<file path="config.mk">
export PLATFORM = sky130hd
export DESIGN_NAME = fpu_vector_driver_flat
export DESIGN_NICKNAME = d
export VERILOG_FILES = /design/src/rtl/fpu_vector_driver_pkg.sv /design/src/rtl/fpu_vector_driver_if.sv /design/src/rtl/fpu_vector_driver_sat_counter.sv /design/src/rtl/fpu_vector_driver.sv /design/src/flat_wrapper.sv
export SDC_FILE = /design/constraint.sdc
export NUM_CORES = 1
export LEC_CHECK = 0
export BUFFER_PORTS_ARGS = -buffer_cell sky130_fd_sc_hd__buf_2
export CORE_MARGIN = 8
export CORE_UTILIZATION = 35
export DETAILED_ROUTE_END_ITERATION = 16
export GPL_TIMING_DRIVEN = 0
export PLACE_DENSITY = 0.72
export SYNTH_ARGS = -nofsm -noshare
export SYNTH_HDL_FRONTEND = slang
export SYNTH_SLANG_ARGS = --single-unit
</file>
<file path="constraint.sdc">
create_clock -name clk -period 3.45 [get_ports clk]
set_input_delay 0.5175 -clock clk [delete_from_list [all_inputs] [get_ports clk]]
set_output_delay 0.5175 -clock clk [all_outputs]
set_load 0.1 [all_outputs]
</file>
<file path="src/rtl/fpu_vector_driver_pkg.sv">
// Shared constants and types for the fpu100_mul vector driver.
// Field layout of testVector/resultVector plus the driver FSM state encoding.
// No logic; imported by the interface, driver and bench.
package fpu_vec_pkg;

    // Vector widths and control-bit positions on the circuit side.
    localparam int TV_W      = 70;
    localparam int RV_W      = 41;
    localparam int START_BIT = 69;
    localparam int READY_BIT = 32;

    // testVector operand fields.
    localparam int OPA_LSB   = 0;
    localparam int OPA_W     = 32;
    localparam int OPB_LSB   = 32;
    localparam int OPB_W     = 32;
    localparam int OP_LSB    = 64;
    localparam int OP_W      = 3;
    localparam int RMODE_LSB = 67;
    localparam int RMODE_W   = 2;

    // resultVector fields: result word below READY, status flags above it.
    localparam int RES_LSB   = 0;
    localparam int RES_W     = 32;
    localparam int FLAGS_LSB = 33;
    localparam int FLAGS_W   = 8;

    // Default driver parameters.
    localparam int TIMEOUT_DEF = 64;
    localparam int CNT_W_DEF   = 16;

    typedef enum logic [1:0] {
        S_IDLE,
        S_LAUNCH,
        S_WAIT,
        S_HOLD
    } drv_state_e;

    // Assemble a stimulus word; START is always left clear.
    function automatic logic [TV_W-1:0] pack_vec(
        input logic [OPA_W-1:0]   opa,
        input logic [OPB_W-1:0]   opb,
        input logic [OP_W-1:0]    op,
        input logic [RMODE_W-1:0] rmode
    );
        logic [TV_W-1:0] v;
        v = '0;
        v[OPA_LSB   +: OPA_W]   = opa;
        v[OPB_LSB   +: OPB_W]   = opb;
        v[OP_LSB    +: OP_W]    = op;
        v[RMODE_LSB +: RMODE_W] = rmode;
        return v;
    endfunction

endpackage

</file>
<file path="src/rtl/fpu_vector_driver_if.sv">
// Stimulus-in / result-out streams of the vector driver.
// No latency of its own; wires only.
// Both streams use valid/ready; a beat moves when both are high on a rising edge.
interface fpu_vector_driver_if;
    import fpu_vec_pkg::*;

    logic [TV_W-1:0] vec_data;
    logic            vec_valid;
    logic            vec_ready;

    logic [RV_W-1:0] res_data;
    logic            res_timeout;
    logic            res_valid;
    logic            res_ready;

    // Master: stimulus producer and result consumer (FIFO side).
    modport master (
        output vec_data, vec_valid, res_ready,
        input  vec_ready, res_data, res_timeout, res_valid
    );

    // Slave: the driver itself.
    modport slave (
        input  vec_data, vec_valid, res_ready,
        output vec_ready, res_data, res_timeout, res_valid
    );

endinterface

</file>
<file path="src/rtl/fpu_vector_driver_sat_counter.sv">
// Statistics counter that sticks at all-ones instead of wrapping.
// Count visible one cycle after inc.
// No backpressure; inc is a single-cycle strobe.
module sat_counter #(
    parameter int CNT_W = 16
) (
    input  logic             clk,
    input  logic             rst,
    input  logic             clr,
    input  logic             inc,
    output logic [CNT_W-1:0] cnt
);

    logic [CNT_W-1:0] cnt_q;
    logic [CNT_W-1:0] cnt_d;

    // Next count: clear has priority, increment stops at all-ones.
    always_comb begin
        cnt_d = cnt_q;
        if (clr) begin
            cnt_d = '0;
        end else if (inc && (cnt_q != {CNT_W{1'b1}})) begin
            cnt_d = cnt_q + CNT_W'(1);
        end
    end

    // Count register with synchronous reset.
    always_ff @(posedge clk) begin
        if (rst) begin
            cnt_q <= '0;
        end else begin
            cnt_q <= cnt_d;
        end
    end

    assign cnt = cnt_q;

endmodule

</file>
<file path="src/rtl/fpu_vector_driver.sv">
// Drives one stimulus onto a circuit's testVector, pulses START, captures resultVector on READY edge or timeout.
// Accept at N -> START at N+1 -> res_valid at N+2+k (k = WAIT cycles until READY rises).
// Accepts stimulus only in IDLE; result is held until res_ready, blocking new stimulus.
module fpu_vector_driver
    import fpu_vec_pkg::*;
#(
    parameter int TIMEOUT = TIMEOUT_DEF,
    parameter int CNT_W   = CNT_W_DEF
) (
    input  logic                 clk,
    input  logic                 rst,
    fpu_vector_driver_if.slave   vec_if,
    output logic [TV_W-1:0]      test_vector,
    input  logic [RV_W-1:0]      result_vector,
    output logic                 busy,
    output logic [CNT_W-1:0]     ops_done,
    output logic [CNT_W-1:0]     timeouts
);

    localparam int              WCNT_W    = $clog2(TIMEOUT);
    localparam logic [WCNT_W-1:0] WCNT_LAST = WCNT_W'(TIMEOUT - 1);

    drv_state_e        state_q,    state_d;
    logic [TV_W-1:0]   tv_q,       tv_d;
    logic [RV_W-1:0]   res_data_q, res_data_d;
    logic              res_to_q,   res_to_d;
    logic [WCNT_W-1:0] wait_cnt_q, wait_cnt_d;
    logic              rdy_prev_q, rdy_prev_d;

    logic vec_ready_int;
    logic accept;
    logic done;
    logic ops_inc;
    logic to_inc;

    assign vec_ready_int = (state_q == S_IDLE) && !rst;
    assign accept        = vec_if.vec_valid && vec_ready_int;

    // READY is registered every cycle so a level left high by a previous op never counts as completion.
    assign rdy_prev_d = result_vector[READY_BIT];
    assign done       = result_vector[READY_BIT] && !rdy_prev_q;

    // Next-state, operand latch, result capture and counter strobes.
    always_comb begin
        state_d    = state_q;
        tv_d       = tv_q;
        res_data_d = res_data_q;
        res_to_d   = res_to_q;
        wait_cnt_d = wait_cnt_q;
        ops_inc    = 1'b0;
        to_inc     = 1'b0;

        case (state_q)
            S_IDLE: begin
                if (accept) begin
                    tv_d            = vec_if.vec_data;
                    tv_d[START_BIT] = 1'b0;
                    state_d         = S_LAUNCH;
                end
            end
            S_LAUNCH: begin
                wait_cnt_d = '0;
                state_d    = S_WAIT;
            end
            S_WAIT: begin
                wait_cnt_d = wait_cnt_q + WCNT_W'(1);
                // A READY edge on the last allowed cycle still counts as a completion.
                if (done) begin
                    res_data_d = result_vector;
                    res_to_d   = 1'b0;
                    ops_inc    = 1'b1;
                    state_d    = S_HOLD;
                end else if (wait_cnt_q == WCNT_LAST) begin
                    res_data_d = result_vector;
                    res_to_d   = 1'b1;
                    to_inc     = 1'b1;
                    state_d    = S_HOLD;
                end
            end
            S_HOLD: begin
                if (vec_if.res_ready) begin
                    state_d = S_IDLE;
                end
            end
            default: begin
                state_d = S_IDLE;
            end
        endcase
    end

    // State, operand, result and edge-detect registers.
    always_ff @(posedge clk) begin
        if (rst) begin
            state_q    <= S_IDLE;
            tv_q       <= '0;
            res_data_q <= '0;
            res_to_q   <= 1'b0;
            wait_cnt_q <= '0;
            rdy_prev_q <= 1'b0;
        end else begin
            state_q    <= state_d;
            tv_q       <= tv_d;
            res_data_q <= res_data_d;
            res_to_q   <= res_to_d;
            wait_cnt_q <= wait_cnt_d;
            rdy_prev_q <= rdy_prev_d;
        end
    end

    // Operands come straight from the latch; START is raised only while in LAUNCH.
    always_comb begin
        test_vector            = tv_q;
        test_vector[START_BIT] = (state_q == S_LAUNCH);
    end

    assign vec_if.vec_ready   = vec_ready_int;
    assign vec_if.res_valid   = (state_q == S_HOLD);
    assign vec_if.res_data    = res_data_q;
    assign vec_if.res_timeout = res_to_q;
    assign busy               = (state_q != S_IDLE);

    sat_counter #(.CNT_W(CNT_W)) u_ops_cnt (
        .clk (clk),
        .rst (rst),
        .clr (1'b0),
        .inc (ops_inc),
        .cnt (ops_done)
    );

    sat_counter #(.CNT_W(CNT_W)) u_to_cnt (
        .clk (clk),
        .rst (rst),
        .clr (1'b0),
        .inc (to_inc),
        .cnt (timeouts)
    );

endmodule
</file>
<file path="src/flat_wrapper.sv">
// flat-port wrapper written by rule: the top's interface ports become plain ports
module fpu_vector_driver_flat import fpu_vec_pkg::*;
#(
    parameter int TIMEOUT = TIMEOUT_DEF,
    parameter int CNT_W   = CNT_W_DEF
)
  (clk, rst, test_vector, result_vector, busy, ops_done, timeouts, vec_if_vec_data, vec_if_vec_valid, vec_if_res_ready, vec_if_vec_ready, vec_if_res_data, vec_if_res_timeout, vec_if_res_valid);
  fpu_vector_driver_if vec_if_i ();
  input  logic clk;
  input  logic rst;
  output logic [TV_W-1:0] test_vector;
  input  logic [RV_W-1:0] result_vector;
  output logic busy;
  output logic [CNT_W-1:0] ops_done;
  output logic [CNT_W-1:0] timeouts;
  input wire logic [$bits(vec_if_i.vec_data)-1:0] vec_if_vec_data;
  input wire logic [$bits(vec_if_i.vec_valid)-1:0] vec_if_vec_valid;
  input wire logic [$bits(vec_if_i.res_ready)-1:0] vec_if_res_ready;
  output wire logic [$bits(vec_if_i.vec_ready)-1:0] vec_if_vec_ready;
  output wire logic [$bits(vec_if_i.res_data)-1:0] vec_if_res_data;
  output wire logic [$bits(vec_if_i.res_timeout)-1:0] vec_if_res_timeout;
  output wire logic [$bits(vec_if_i.res_valid)-1:0] vec_if_res_valid;
  assign vec_if_i.vec_data = vec_if_vec_data;
  assign vec_if_i.vec_valid = vec_if_vec_valid;
  assign vec_if_i.res_ready = vec_if_res_ready;
  assign vec_if_vec_ready = vec_if_i.vec_ready;
  assign vec_if_res_data = vec_if_i.res_data;
  assign vec_if_res_timeout = vec_if_i.res_timeout;
  assign vec_if_res_valid = vec_if_i.res_valid;
  fpu_vector_driver #(.TIMEOUT(TIMEOUT), .CNT_W(CNT_W)) u_core (.clk(clk), .rst(rst), .vec_if(vec_if_i), .test_vector(test_vector), .result_vector(result_vector), .busy(busy), .ops_done(ops_done), .timeouts(timeouts));
endmodule
</file>
==> qor.csv <==
metric,value,unit
Comb power frac,37.8,%
Mapped Area,6220,um^2
vias per cell,4.87,
Final #Nets,1149,
met2 global-route usage,27.7,%
CP Depth,9,
Post-DP HPWL,14700,um
Worst Setup SP,u_core.state_q[0],
syn nets,871,
worst endpoint required time,3.82,ns
met3 capacity usage during global routing,5.98,%
"Slew Viols, Final",0,
area grow syn2layout,35.3,%
RSZ-0062 raised after global routing,false,
Layout Skew,0.00615,ns
Antenna diodes,0,
Post-CTS Setup Inserts,0,
Psw,2.95,mW
H-tree levels,4,
Peak VDD IR,512,uV
synth unique cells,49,
Clock Latency Late Sink,0.42,ns
Post-Synthesis Cells,748,
Die X-Extent,149,um
placed instance area,7800,um^2
die height,149,um
Setup WS post-layout,0.962,ns
TNS Setup,0,ns
All-Layer GR Usage,17.1,%
RR Endpoint,u_core.tv_q[61],
area of the core,17400,um^2
Final ANT Viol Nets,0,
Crit. End Element,flip-flop,
# IOs,262,
DRT Pass-1 Iters,4,
Setup CP Type,reg2reg,
Startpoint Class,flip-flop,
CP max stage delay,0.45,ns
PD cells,775,nW/um^2
GR Overflow Total,0,
endpoints failing setup,0,
max_slew headroom,47.9,%
Num CTS Buffers,17,
vias,6147,
worst path cell trace,inv_1 -> ha_1 -> nor2b_1 -> and2_1 -> clkbuf_1 -> clkbuf_1 -> buf_1 -> nand2_1 -> nand2_1,
Slew @ Worst Pin,0.775,ns
cell taking the most area after synthesis,dfxtp_1,
min-delay worst type,in2reg,
Synth warnings,0,
# hold bufs at CTS,0,
sequential cell fraction of total power,31.9,%
placed cell count,1232,
CP Buf/Inv Count,4,
Worst path top cell family by delay,buffers and inverters,
post-synthesis xor/xnor area fraction,0.422,%
clk slew on worst S/H paths,0.06,ns
period utilisation layout,72.1,%
Tmin final,2.49,ns
number of global-route vias before repair,5972,
asr flop ratio synth,0,%
main combinational cell family by area after synthesis,simple AND/OR/NAND/NOR gates,
Seq. cell area,3040,um^2
clock root cell,clkbuf_16,
Post-synth EDFFs,0,
Place WS,0.761,ns
Yosys top cell area share,48.9,%
initial core utilization,35.8,%
prevailing post-synth register cell,dfxtp_1,
"Seq/Total Area, Yosys",48.9,%
f_max,402,MHz
Internal,3.58,mW
mean post-synth cell area,8.32,um^2
clk sinks,152,
die footprint,22300,um^2
proportion of power drawn by the clock network,30.3,%
first-pass GRT wire length,30500,um
Core Rows,48,
post-synthesis mux area share,2.15,%
gpl congestion,0.824,
post-DR wirelength/cell,15.4,um
largest net degree at the start of global routing,17,
MaxCap Viol Count,0,
Sw Share,45.2,%
Synth area leaders,"dfxtp_1 49%, nand2_1 14%, nand3b_1 8.6%",
residual DRC count,0,
Detailed Route WL,19400,um
"Arr. time, crit path",2.86,ns
Worst Path Max Fanout,10,
Worst R2R Setup Slack,0.96,ns
Resized Gates After CTS,0,
clock tree buffer depth,2,
initial antenna violation count,1,
reg2reg start,u_core.state_q[0],
GRT met1 Usage,20.2,%
layout cells sized above 1,29.0,%
R2R depth,9,
worst hold slack,0.275,ns
CTS tree,yes,
Iter 0 DRT Violations,224,
Hold EP,u_core.tv_q[44],
Synth Register Bits,152,
Final Hold Viols,0,
simple logic cell fraction of the synthesized area,34.0,%
hold path depth,3,
area of the multi-input gates,2940,um^2
P_leak,3.95,nW
# fillers,1708,
Worst Hold Launch,vec_if_vec_data[44],
post-layout instance area,8420,um^2
port bufs,259,
critical path's slowest cell,buf_1,
Top Usage Layer GRT,met2,
Adder-Cell Fraction of Synth Area,1.61,%
Final Non-Filler Cells,1263,
Synth Area in Compound Gates,9.13,%
status,completed,
-- cell usage after synthesis, types with 2 or more instances --
cell,n
nand2_1,232
nor4b_1,2
a211oi_1,3
o21ai_0,5
and4_1,4
nand3_1,11
a21oi_1,66
or4_1,12
o31ai_1,14
mux2_2,2
nand2b_1,4
inv_1,11
ha_1,8
nor2b_1,15
nor3_1,6
xor2_1,3
nor4_1,6
nor2_1,20
a21o_1,2
nand3b_1,71
nand4_1,11
buf_1,4
or3_1,6
a31oi_1,3
clkbuf_1,42
dfxtp_1,152
mux2_1,9
buf_2,3
-- worst reg2reg max path, stage by stage (launching register included) --
cell and delay [ns]:
dfxtp_1 0.34, inv_1 0.12, ha_1 0.29, nor2b_1 0.19, and2_1 0.14, clkbuf_1 0.29
clkbuf_1 0.38, buf_1 0.45, nand2_1 0.15, nand2_1 0.08
-- routing by layer --
layer | up-vias | routed length [um]
li1 | 3106 | -
met4 | 2 | 389
met1 | 2811 | 8150
met3 | 29 | 1660
met2 | 199 | 9240
met5 | - | 8
-- power by group through the flow --
| stage | Sequential (mW) | Combinational (mW) | Clock [mW] |
|---|---|---|---|
| global route | 2.11 | 2.59 | 2.09 |
| detailed placement | 2.11 | 2.49 | 0 |
| global placement | 2.10 | 2.48 | 0 |
| finish | 2.08 | 2.47 | 1.98 |
| floorplan | 3.54 | 0.588 | 0 |
| CTS | 2.08 | 2.49 | 2.02 |
-- layout by cell type, fill, tap and decap left out, types with 2 or more instances in the layout --
cell type,n
a21o_1,2
clkbuf_1,43
ha_1,8
inv_1,11
mux2_1,9
dfxtp_1,152
bufinv_16,4
o21ai_0,5
nor4b_1,2
or4_1,12
clkinv_2,3
nor3_1,6
buf_1,4
nor2b_1,15
nor2_1,20
nand3b_1,71
xor2_1,3
clkbuf_16,17
clkinvlp_4,2
clkinv_4,3
nor4_1,6
mux2_2,2
or3_1,6
nand2_1,232
o31ai_1,14
and4_1,4
a211oi_1,3
a31oi_1,3
a21oi_1,66
buf_2,262
nand2b_1,4
nand4_1,11
nand3_1,11
-- state kept, by name, indices dropped and copies added, names as in the netlist --
| signal | flops |
|---|---|
| u_core.wait_cnt_q | 6 |
| u_core.vec_if.res_data | 41 |
| u_core.u_ops_cnt.cnt | 16 |
| u_core.vec_if.res_timeout | 1 |
| u_core.rdy_prev_q | 1 |
| u_core.u_to_cnt.cnt | 16 |
| u_core.tv_q | 69 |
| u_core.state_q | 2 |
-- final cells by class --
class                           count  share of cell area (%)
Sequential cell                   152                    36.1
Clock buffer                       19                    5.26
Timing Repair Buffer              259                    15.4
Multi-Input combinational cell    535                    34.9
Clock inverter                     12                    2.10
Tap cell                          225                    3.34
Inverter                           11                   0.490
Buffer                             50                    2.32
-- through the flow --
stage                     total power, mW  utilization [%]
after floorplan                      4.13                -
after global placement               4.58             44.9
after detailed placement             4.60             44.9
after CTS                            6.58             48.5
after global routing                 6.79             48.5
final                                6.52             48.5
-- logic make-up after synthesis --
| kind of cell | count (synthesis) |
|---|---|
| AND/OR/NAND/NOR | 413 |
| flip-flops | 152 |
| AO/OA/AOI/OAI | 99 |
| buffers and inverters | 61 |
| multiplexers | 12 |
| adder cells (fa/ha/maj) | 8 |
| XOR/XNOR | 3 |
-- how the worst max path moves through the flow --
| stage | end | slack, ns |
|---|---|---|
| after floorplan | u_core.tv_q[58] | 0.19 |
| after global placement | u_core.u_to_cnt.cnt[12] | 0.80 |
| after detailed placement | u_core.vec_if.res_data[2] | 0.76 |
| after CTS | u_core.tv_q[61] | 0.89 |
| after global routing | u_core.tv_q[61] | 0.69 |
| final | u_core.tv_q[61] | 0.96 |
Note: power is estimated with default switching activity, not from simulation.
